==> config.mk <==
export PLATFORM = sky130hd
export DESIGN_NAME = crc8_frame_check
export DESIGN_NICKNAME = d
export VERILOG_FILES = /design/src/rtl/crc8_pkg.sv /design/src/rtl/crc8_lfsr_bit.sv /design/src/rtl/crc8_frame_check.sv
export SDC_FILE = /design/constraint.sdc
export NUM_CORES = 1
export LEC_CHECK = 0
export ABC_AREA = 1
export BUFFER_PORTS_ARGS = -buffer_cell sky130_fd_sc_hd__buf_2
export CAP_MARGIN = 10
export CORE_MARGIN = 1.5
export CORE_UTILIZATION = 45
export CTS_BUF_LIST = sky130_fd_sc_hd__clkbuf_8
export DETAILED_ROUTE_END_ITERATION = 12
export PLACE_DENSITY = 0.75
export RECOVER_POWER = 50
export SYNTH_ARGS = -nofsm -noshare
export SYNTH_HDL_FRONTEND = slang
export SYNTH_SLANG_ARGS = --single-unit
==> constraint.sdc <==
create_clock -name clk_i -period 1.61 [get_ports clk_i]
set_input_delay 0.2415 -clock clk_i [delete_from_list [all_inputs] [get_ports clk_i]]
set_output_delay 0.2415 -clock clk_i [all_outputs]
set_load 0.1 [all_outputs]
==> src/rtl/crc8_pkg.sv <==
// rtl/crc8_pkg.sv - shared CRC-8 types, defaults and bit-step function
package crc8_pkg;

  typedef enum logic [1:0] {
    ST_IDLE  = 2'd0,
    ST_SHIFT = 2'd1,
    ST_DONE  = 2'd2
  } crc8_state_e;

  localparam logic [7:0] CRC8_POLY_DEFAULT = 8'h07;
  localparam logic [7:0] CRC8_INIT_DEFAULT = 8'h00;

  // One MSB-first LFSR step; also used by the transmit-side generator.
  function automatic logic [7:0] crc8_step(input logic [7:0] crc,
                                           input logic       din,
                                           input logic [7:0] poly);
    logic fb;
    fb = crc[7] ^ din;
    return {crc[6:0], 1'b0} ^ (fb ? poly : 8'h00);
  endfunction

endpackage

==> src/rtl/crc8_lfsr_bit.sv <==
// rtl/crc8_lfsr_bit.sv - bit-serial CRC-8 LFSR register
module crc8_lfsr_bit
  import crc8_pkg::*;
#(
  parameter logic [7:0] POLY = CRC8_POLY_DEFAULT,
  parameter logic [7:0] INIT = CRC8_INIT_DEFAULT
) (
  input  logic       clk_i,
  input  logic       rst_i,
  input  logic       clr_i,
  input  logic       shift_i,
  input  logic       in_i,
  output logic [7:0] out_o
);

  logic [7:0] crc_q;

  always_ff @(posedge clk_i) begin
    if (rst_i || clr_i) begin
      crc_q <= INIT;
    end else if (shift_i) begin
      crc_q <= crc8_step(crc_q, in_i, POLY);
    end
  end

  assign out_o = crc_q;

endmodule

==> src/rtl/crc8_frame_check.sv <==
// rtl/crc8_frame_check.sv - receive-side CRC-8 frame checker
module crc8_frame_check
  import crc8_pkg::*;
#(
  parameter logic [7:0] POLY  = CRC8_POLY_DEFAULT,
  parameter logic [7:0] INIT  = CRC8_INIT_DEFAULT,
  parameter int         LEN_W = 16
) (
  input  logic             clk_i,
  input  logic             rst_i,
  input  logic             clr_i,
  input  logic [7:0]       in_data_i,
  input  logic             in_valid_i,
  input  logic             in_last_i,
  output logic             in_ready_o,
  output logic             out_valid_o,
  output logic [7:0]       out_crc_o,
  output logic             out_pass_o,
  output logic [LEN_W-1:0] out_len_o
);

  crc8_state_e      state_q;
  logic [7:0]       sr_q;
  logic [2:0]       cnt_q;
  logic             last_q;
  logic [LEN_W-1:0] len_q;
  logic [LEN_W-1:0] len_d;
  logic [7:0]       crc_q;
  logic [7:0]       crc_d;
  logic             out_valid_q;
  logic [7:0]       out_crc_q;
  logic             out_pass_q;
  logic [LEN_W-1:0] out_len_q;

  crc8_lfsr_bit #(.POLY(POLY), .INIT(INIT)) u_lfsr (
    .clk_i  (clk_i),
    .rst_i  (rst_i),
    .clr_i  (clr_i || (state_q == ST_DONE)),
    .shift_i(state_q == ST_SHIFT),
    .in_i   (sr_q[7]),
    .out_o  (crc_q)
  );

  // Remainder the LFSR will hold after the current shift; captured on entry to DONE.
  assign crc_d = crc8_step(crc_q, sr_q[7], POLY);
  assign len_d = (&len_q) ? len_q : len_q + LEN_W'(1);

  assign in_ready_o = (state_q == ST_IDLE) && !clr_i && !rst_i;

  always_ff @(posedge clk_i) begin
    if (rst_i) begin
      state_q     <= ST_IDLE;
      sr_q        <= 8'h00;
      cnt_q       <= 3'd0;
      last_q      <= 1'b0;
      len_q       <= '0;
      out_valid_q <= 1'b0;
      out_crc_q   <= 8'h00;
      out_pass_q  <= 1'b0;
      out_len_q   <= '0;
    end else begin
      out_valid_q <= 1'b0;
      if (clr_i) begin
        state_q <= ST_IDLE;
        len_q   <= '0;
        last_q  <= 1'b0;
      end else begin
        case (state_q)
          ST_IDLE: begin
            if (in_valid_i) begin
              sr_q    <= in_data_i;
              last_q  <= in_last_i;
              len_q   <= len_d;
              cnt_q   <= 3'd7;
              state_q <= ST_SHIFT;
            end
          end
          ST_SHIFT: begin
            sr_q  <= {sr_q[6:0], 1'b0};
            cnt_q <= cnt_q - 3'd1;
            if (cnt_q == 3'd0) begin
              if (last_q) begin
                state_q     <= ST_DONE;
                out_valid_q <= 1'b1;
                out_crc_q   <= crc_d;
                out_pass_q  <= (crc_d == 8'h00);
                out_len_q   <= len_q;
              end else begin
                state_q <= ST_IDLE;
              end
            end
          end
          ST_DONE: begin
            state_q <= ST_IDLE;
            len_q   <= '0;
            last_q  <= 1'b0;
          end
          default: state_q <= ST_IDLE;
        endcase
      end
    end
  end

  assign out_valid_o = out_valid_q;
  assign out_crc_o   = out_crc_q;
  assign out_pass_o  = out_pass_q;
  assign out_len_o   = out_len_q;

endmodule

# Word level (Yosys, flattened, before mapping)
# Index checks and enable logic that the tools add are counted.
[totals]
elab_cells = 56
register_bits = 64
inputBits = 13
output_inout_bits = 27
[classes]
n_eq_ne = 5
add_sub_neg = 2
n_reduce_logical = 19
muxes = 15
bitwise_logic = 5
[op_table]
columns = ["operator", "n"]
rows = [
  ["16-bit 2-to-1 mux", 2],
  ["16-bit one-hot mux with 2 select lines", 1],
  ["16-bit by 1-bit adder with 16-bit output (second input constant)", 1],
  ["8-bit one-hot mux with 2 select lines", 1],
  ["16-bit AND reduction", 1],
  ["8-bit logical NOT", 1],
  ["8-bit 2-to-1 mux", 1],
  ["8-bit XOR", 1],
  ["2-bit 2-to-1 mux", 3],
  ["3-bit 2-to-1 mux", 2],
  ["2-bit inequality test (second input constant)", 3],
  ["3-bit one-hot mux with 2 select lines", 1],
  ["3-bit AND reduction", 2],
  ["2-bit one-hot mux with 2 select lines", 1],
  ["2-bit AND reduction", 2],
  ["4-bit AND reduction", 1],
  ["2-bit nonzero test", 2],
  ["4-bit OR reduction", 1],
  ["3-bit logical NOT", 1],
  ["1-bit NOT", 3],
  ["3-bit by 1-bit subtractor with 3-bit output (second input constant)", 1],
  ["2-bit by 1-bit equality test with 1-bit output (second input constant)", 1],
  ["2-bit equality test (second input constant)", 1],
  ["1-bit logical AND", 2],
  ["other kinds (7)", 10],
]

# Depth between registers and ports, before layout
[logic_depth]
ltp_word = 4
mapped_depth = 11
ltp_nobuf = 11

# Modules after synthesis
# Synthesis repeated with hierarchy kept, for this count alone.
[unflattened]
cells_unflattened = 420
area_unflattened_um2 = 3000.4
[by_module_without_submodules]
columns = ["module", "cells_per_inst", "instances", "area_each_um2", "seq_area_each_um2"]
rows = [
  ["crc8_frame_check", 371, 1, 2640.0, 1121.1],
  ["crc8_lfsr_bit", 49, 1, 360.3, 160.2],
]

# Worst setup path before layout
# No wires, ideal clock.
[synth_path]
path_type = "input to output"
startpoint = "input port rst_i"
endpoint = "output port in_ready_o"
setup_slack_ns = -0.551
n_path_buf = 1
stages = 4
t_required_ns = 1.368
arrival_time_ns = 1.920
path_cell_list = "buf_2 > nor2_8 > inv_2 > nor2_1"
[synth_via]
elab_chain_cells = 2
[synth_lines]
columns = ["item", "line_no", "source"]
rows = [
  ["start, declared", "crc8_frame_check.sv:10", "input logic rst_i,"],
  ["1-bit logical NOT", "crc8_frame_check.sv:48", "assign in_ready_o = (state_q == ST_IDLE) && !clr_i && !rst_i;"],
  ["1-bit logical AND", "crc8_frame_check.sv:48", ""],
  ["end, declared", "crc8_frame_check.sv:15", "output logic in_ready_o,"],
]
# No other way between the ends.

# Final worst setup path
[layout_path]
startpoint = "register len_q[0]"
endpoint = "register len_q[11]"
[layout_via]
elab_chain_cells = 4
elab_cells_between_ends = 7
classes_between = "add/sub (1); eq/ne (1); mux (3); reduce/logical (2)"
[layout_lines]
columns = ["item", "line_no", "source"]
rows = [
  ["start, declared", "crc8_frame_check.sv:26", "logic [LEN_W-1:0] len_q;"],
  ["start signal, assigned", "crc8_frame_check.sv:73", "len_q <= len_d;"],
  ["16-bit by 1-bit adder with 16-bit output", "crc8_frame_check.sv:46", "assign len_d = (&len_q) ? len_q : len_q + LEN_W'(1);"],
  ["16-bit 2-to-1 mux", "crc8_frame_check.sv:46", ""],
  ["16-bit 2-to-1 mux", "crc8_frame_check.sv:70", "if (in_valid_i) begin"],
  ["16-bit one-hot mux with 2 select lines", "crc8_frame_check.sv:68", "case (state_q)"],
]
# Several ways; a longest one is shown, not always the timed one. The select of a mux whose other input is x is not followed.
# A chain may end at the register's enable or synchronous reset.

==> flow_summary_export.csv <==
group,metric,value,unit
run_status,status,"finished, violations left",
run_status,violations,"design-rule violations",
cells_and_area,nFillCells,597,
job,max_cap_viol_count,0,
clocking,cts_hold_buffers,0,
floorplan,initial_utilization,47.01,%
timing,finalSetupTns,0,ps
clocking,cts.sinks,64,
min_path,hold_class,"input port to flop",
logic_synthesis,syn_area_per_cell,7.223,sq um
cells_and_area,final_common_cell,"nand2_1",
timing,hold_viol,0,
critical_path,r2r_start,"len_q[0]",
global_routing,grt_overflow,0,
timing,fin_crit,1539,ps
power_and_ir_drop,leakagePower,1.720,nW
cells_and_area,drive_gt1_share,26.05,%
power_and_ir_drop,ir_worst_vdd,511.5,uV
floorplan,die_y,84.91,um
cells_and_area,design_area,3737,sq um
routing,post_drt_wl_per_cell,12.57,um
floorplan,io-pin-count,40,
min_path,holdPathEnd,"last_q",
critical_path,cp-start-kind,"flop",
timing,max_freq,649.8,MHz
routing,routed_wl,6.950,mm
placement,io_buffers,39,
routing,drc,5,
global_routing,grt_max_degree,40,
critical_path,critical_path_class,"flop to flop",
critical_path,r2r_cells,11,
timing,fin_crit_sh,95.58,%
clocking,clk_pin_slew_worst_paths,80,ps
timing,fin_skew,6.794,ps
power_and_ir_drop,p_per_area,992.2,nW/um^2
clocking,tritoncts,"yes",
logic_synthesis,synth_seq_cells,64,
min_path,worstHoldPathCells,3,
routing,drt_pass1_iterations,9,
clocking,clockBufferDepth,2,
routing,drt_iter0_drc,181,
cells_and_area,nets,488,
logic_synthesis,synth_flop_cell,"dfxtp_1",
power_and_ir_drop,combPwrFrac,8.5,%
logic_synthesis,synth.yosys.seq_area_share,42.44,%
clocking,numCtsBuffers,9,
critical_path,arrival,1790,ps
logic_synthesis,ys_warn_count,0,
critical_path,reg2reg_slack,70,ps
routing,route.antenna.remaining_nets,0,
logic_synthesis,synthCells,418,
global_routing,antenna_found_initial,0,
placement,gp_congestion,0.9277,
logic_synthesis,synth_edf_count,0,
floorplan,core_area,6422,sq um
clocking,root_buffer,"clkbuf_8",
power_and_ir_drop,sw_frac_of_total,24.51,%
timing,maxSlewHeadroom,67.34,%
placement,hpwl,4.805,mm
cells_and_area,syn2layout_area_growth,23.79,%
power_and_ir_drop,total_switching_power,0.0009088,W
logic_synthesis,syn_area,3019,sq um
timing,report.final.setup_viol,0,
routing,viasPerCell,5.045,
cells_and_area,final_cell_mix,"100 x nand2_1, 62 x dfxtp_1, 43 x nor2_1, 38 x buf_2, 36 x inv_1",
power_and_ir_drop,p_clk_share,46.4,%
logic_synthesis,synth_top_area_cell,"dfxtp_1",
min_path,min_from,"in_last_i",
floorplan,die_area,7210,sq um
floorplan,dieWidth,84.91,um
critical_path,r2r-end,"len_q[11]",
timing,worst_pin_slew,493.3,ps
critical_path,critPathRequiredTime,1860,ps
logic_synthesis,synthesis.nets,435,
critical_path,worst_setup_path_end_kind,"flop",
cells_and_area,num_antenna_cells,0,
logic_synthesis,synth_cell_types,29,
timing,slew_violations,0,
clocking,insertion_delay,350,ps
global_routing,grt_pass1_wl,11.25,mm
global_routing,first_global_vias,2430,
placement,dpl_cell_area,3348,sq um
critical_path,cp_max_fo,6,
logic_synthesis,async_flop_share,0,%
logic_synthesis,yosysTopAreaCellShare,42.44,%
power_and_ir_drop,pwr-share-seq,45.1,%
power_and_ir_drop,p_int,0.002799,W
cells_and_area,seq_area,1289,sq um
timing,rsz0062_at_grt,"yes",
routing,route.vias.total,2790,
floorplan,num_rows,29,
global_routing,grt_use_total,19.98,%
clocking,htreeDepth,3,
cells_and_area,multi_input_area,1529,sq um
logic_synthesis,ys_top_cells_by_area,"dfxtp_1 42%, nand2_1 12%, nor2_1 5.6%, a21oi_1 5.3%, o21ai_0 5.0%",
[how the worst max path moves through the flow]
| stage | start | end | depth (start not counted) |
|---|---|---|---|
| floorplan | len_q[0] | len_q[7] | 11 |
| global placement | len_q[1] | len_q[15] | 11 |
| finish | len_q[0] | len_q[11] | 11 |
| global route | len_q[0] | len_q[13] | 10 |
| CTS | len_q[0] | len_q[6] | 9 |
| detailed placement | len_q[1] | len_q[15] | 11 |
[routing by layer]
metal / vias up / GRT usage (%) / share of wire (%)
li1: 1444 / - / -
met1: 1262 / 28.69 / 50
met2: 72 / 28.36 / 43
met3: 12 / 4.475 / 4.8
met4: 0 / 9.538 / 2.1
met5: - / 0 / 0
[Yosys cell counts, types with 7 or more instances]
cell type    n
o21ai_1     11
a21oi_1     32
buf_2        7
nand3_1     15
nor2_2       7
nor2_1      45
nand2_4      7
o21ai_0     30
a31oi_1     10
dfxtp_1     64
nand3_2      7
inv_2       15
nand2_1    100
inv_1       36
[worst max-delay path: stages (launching register included)]
cell,delay (ps)
dfxtp_4,370
ha_4,150
nand2_4,60
nor2_4,170
nand2_4,100
nor2_8,150
nand2_8,90
buf_6,140
nand3_2,50
nand2_1,40
nand2_1,60
inv_1,30
[cells by family (layout without fill, tap and decap cells)]
logic type | after synthesis | after routing | synth area share [%]
buffers and inverters | 67 | 125 | 9.365
AND/OR/NAND/NOR | 195 | 195 | 31.04
adder cells (fa/ha/maj) | 4 | 4 | 1.658
flip-flops | 64 | 64 | 42.44
AO/OA/AOI/OAI | 86 | 86 | 14.92
XOR/XNOR | 2 | 2 | 0.5803
[power by group through the flow]
| stage | sequential, W | clock [W] | combinational (W) |
|---|---|---|---|
| after floorplan | 0.00170 | 0 | 0.000203 |
| after global placement | 0.00169 | 0 | 0.000298 |
| after detailed placement | 0.00170 | 0 | 0.000299 |
| after CTS | 0.00166 | 0.00175 | 0.000302 |
| after global routing | 0.00168 | 0.00182 | 0.000356 |
| final | 0.00167 | 0.00172 | 0.000315 |
[metrics by stage]
step | total power, W | hold WS, ps | util (%) | instances | setup WS (ps)
final | 0.003708 | 144.1 | 58.19 | 553 | 71.16
after global routing | 0.003855 | 151.6 | 58.19 | 553 | -19.33
after CTS | 0.003709 | 145.5 | 56.03 | 547 | 0.5294
after detailed placement | 0.001995 | 461.4 | 52.13 | 531 | 1.352
after global placement | 0.001990 | 452.3 | 52.13 | 531 | 84.56
after floorplan | 0.001906 | 388.7 | - | 418 | 192.0
[layout make-up]
type                            instances  area share, %
Tap cell                               77          2.578
Inverter                               52          5.223
Multi-Input combinational cell        287          40.91
Timing Repair Buffer                   57          10.14
Sequential cell                        64          34.48
Clock inverter                          7          3.348
Clock buffer                            9          3.314
[flip-flops by register name, summed over array words and instances (netlist names)]
| register | cells |
|---|---|
| state_q | 2 |
| u_lfsr.out_o | 8 |
| cnt_q | 3 |
| sr_q | 8 |
| out_valid_o | 1 |
| len_q | 16 |
| last_q | 1 |
| out_len_o | 16 |
| out_pass_o | 1 |
| out_crc_o | 8 |
[timing repair]
item                                    in CTS  in global routing
endpoints found under the setup margin       3                 26
hold endpoints to repair                     0                  0
buffers inserted                             0                  5
gates cloned                                 0                  1
pin swaps                                    0                  6
resized for setup                            1                 18
Power figures use the tool's default switching activity.
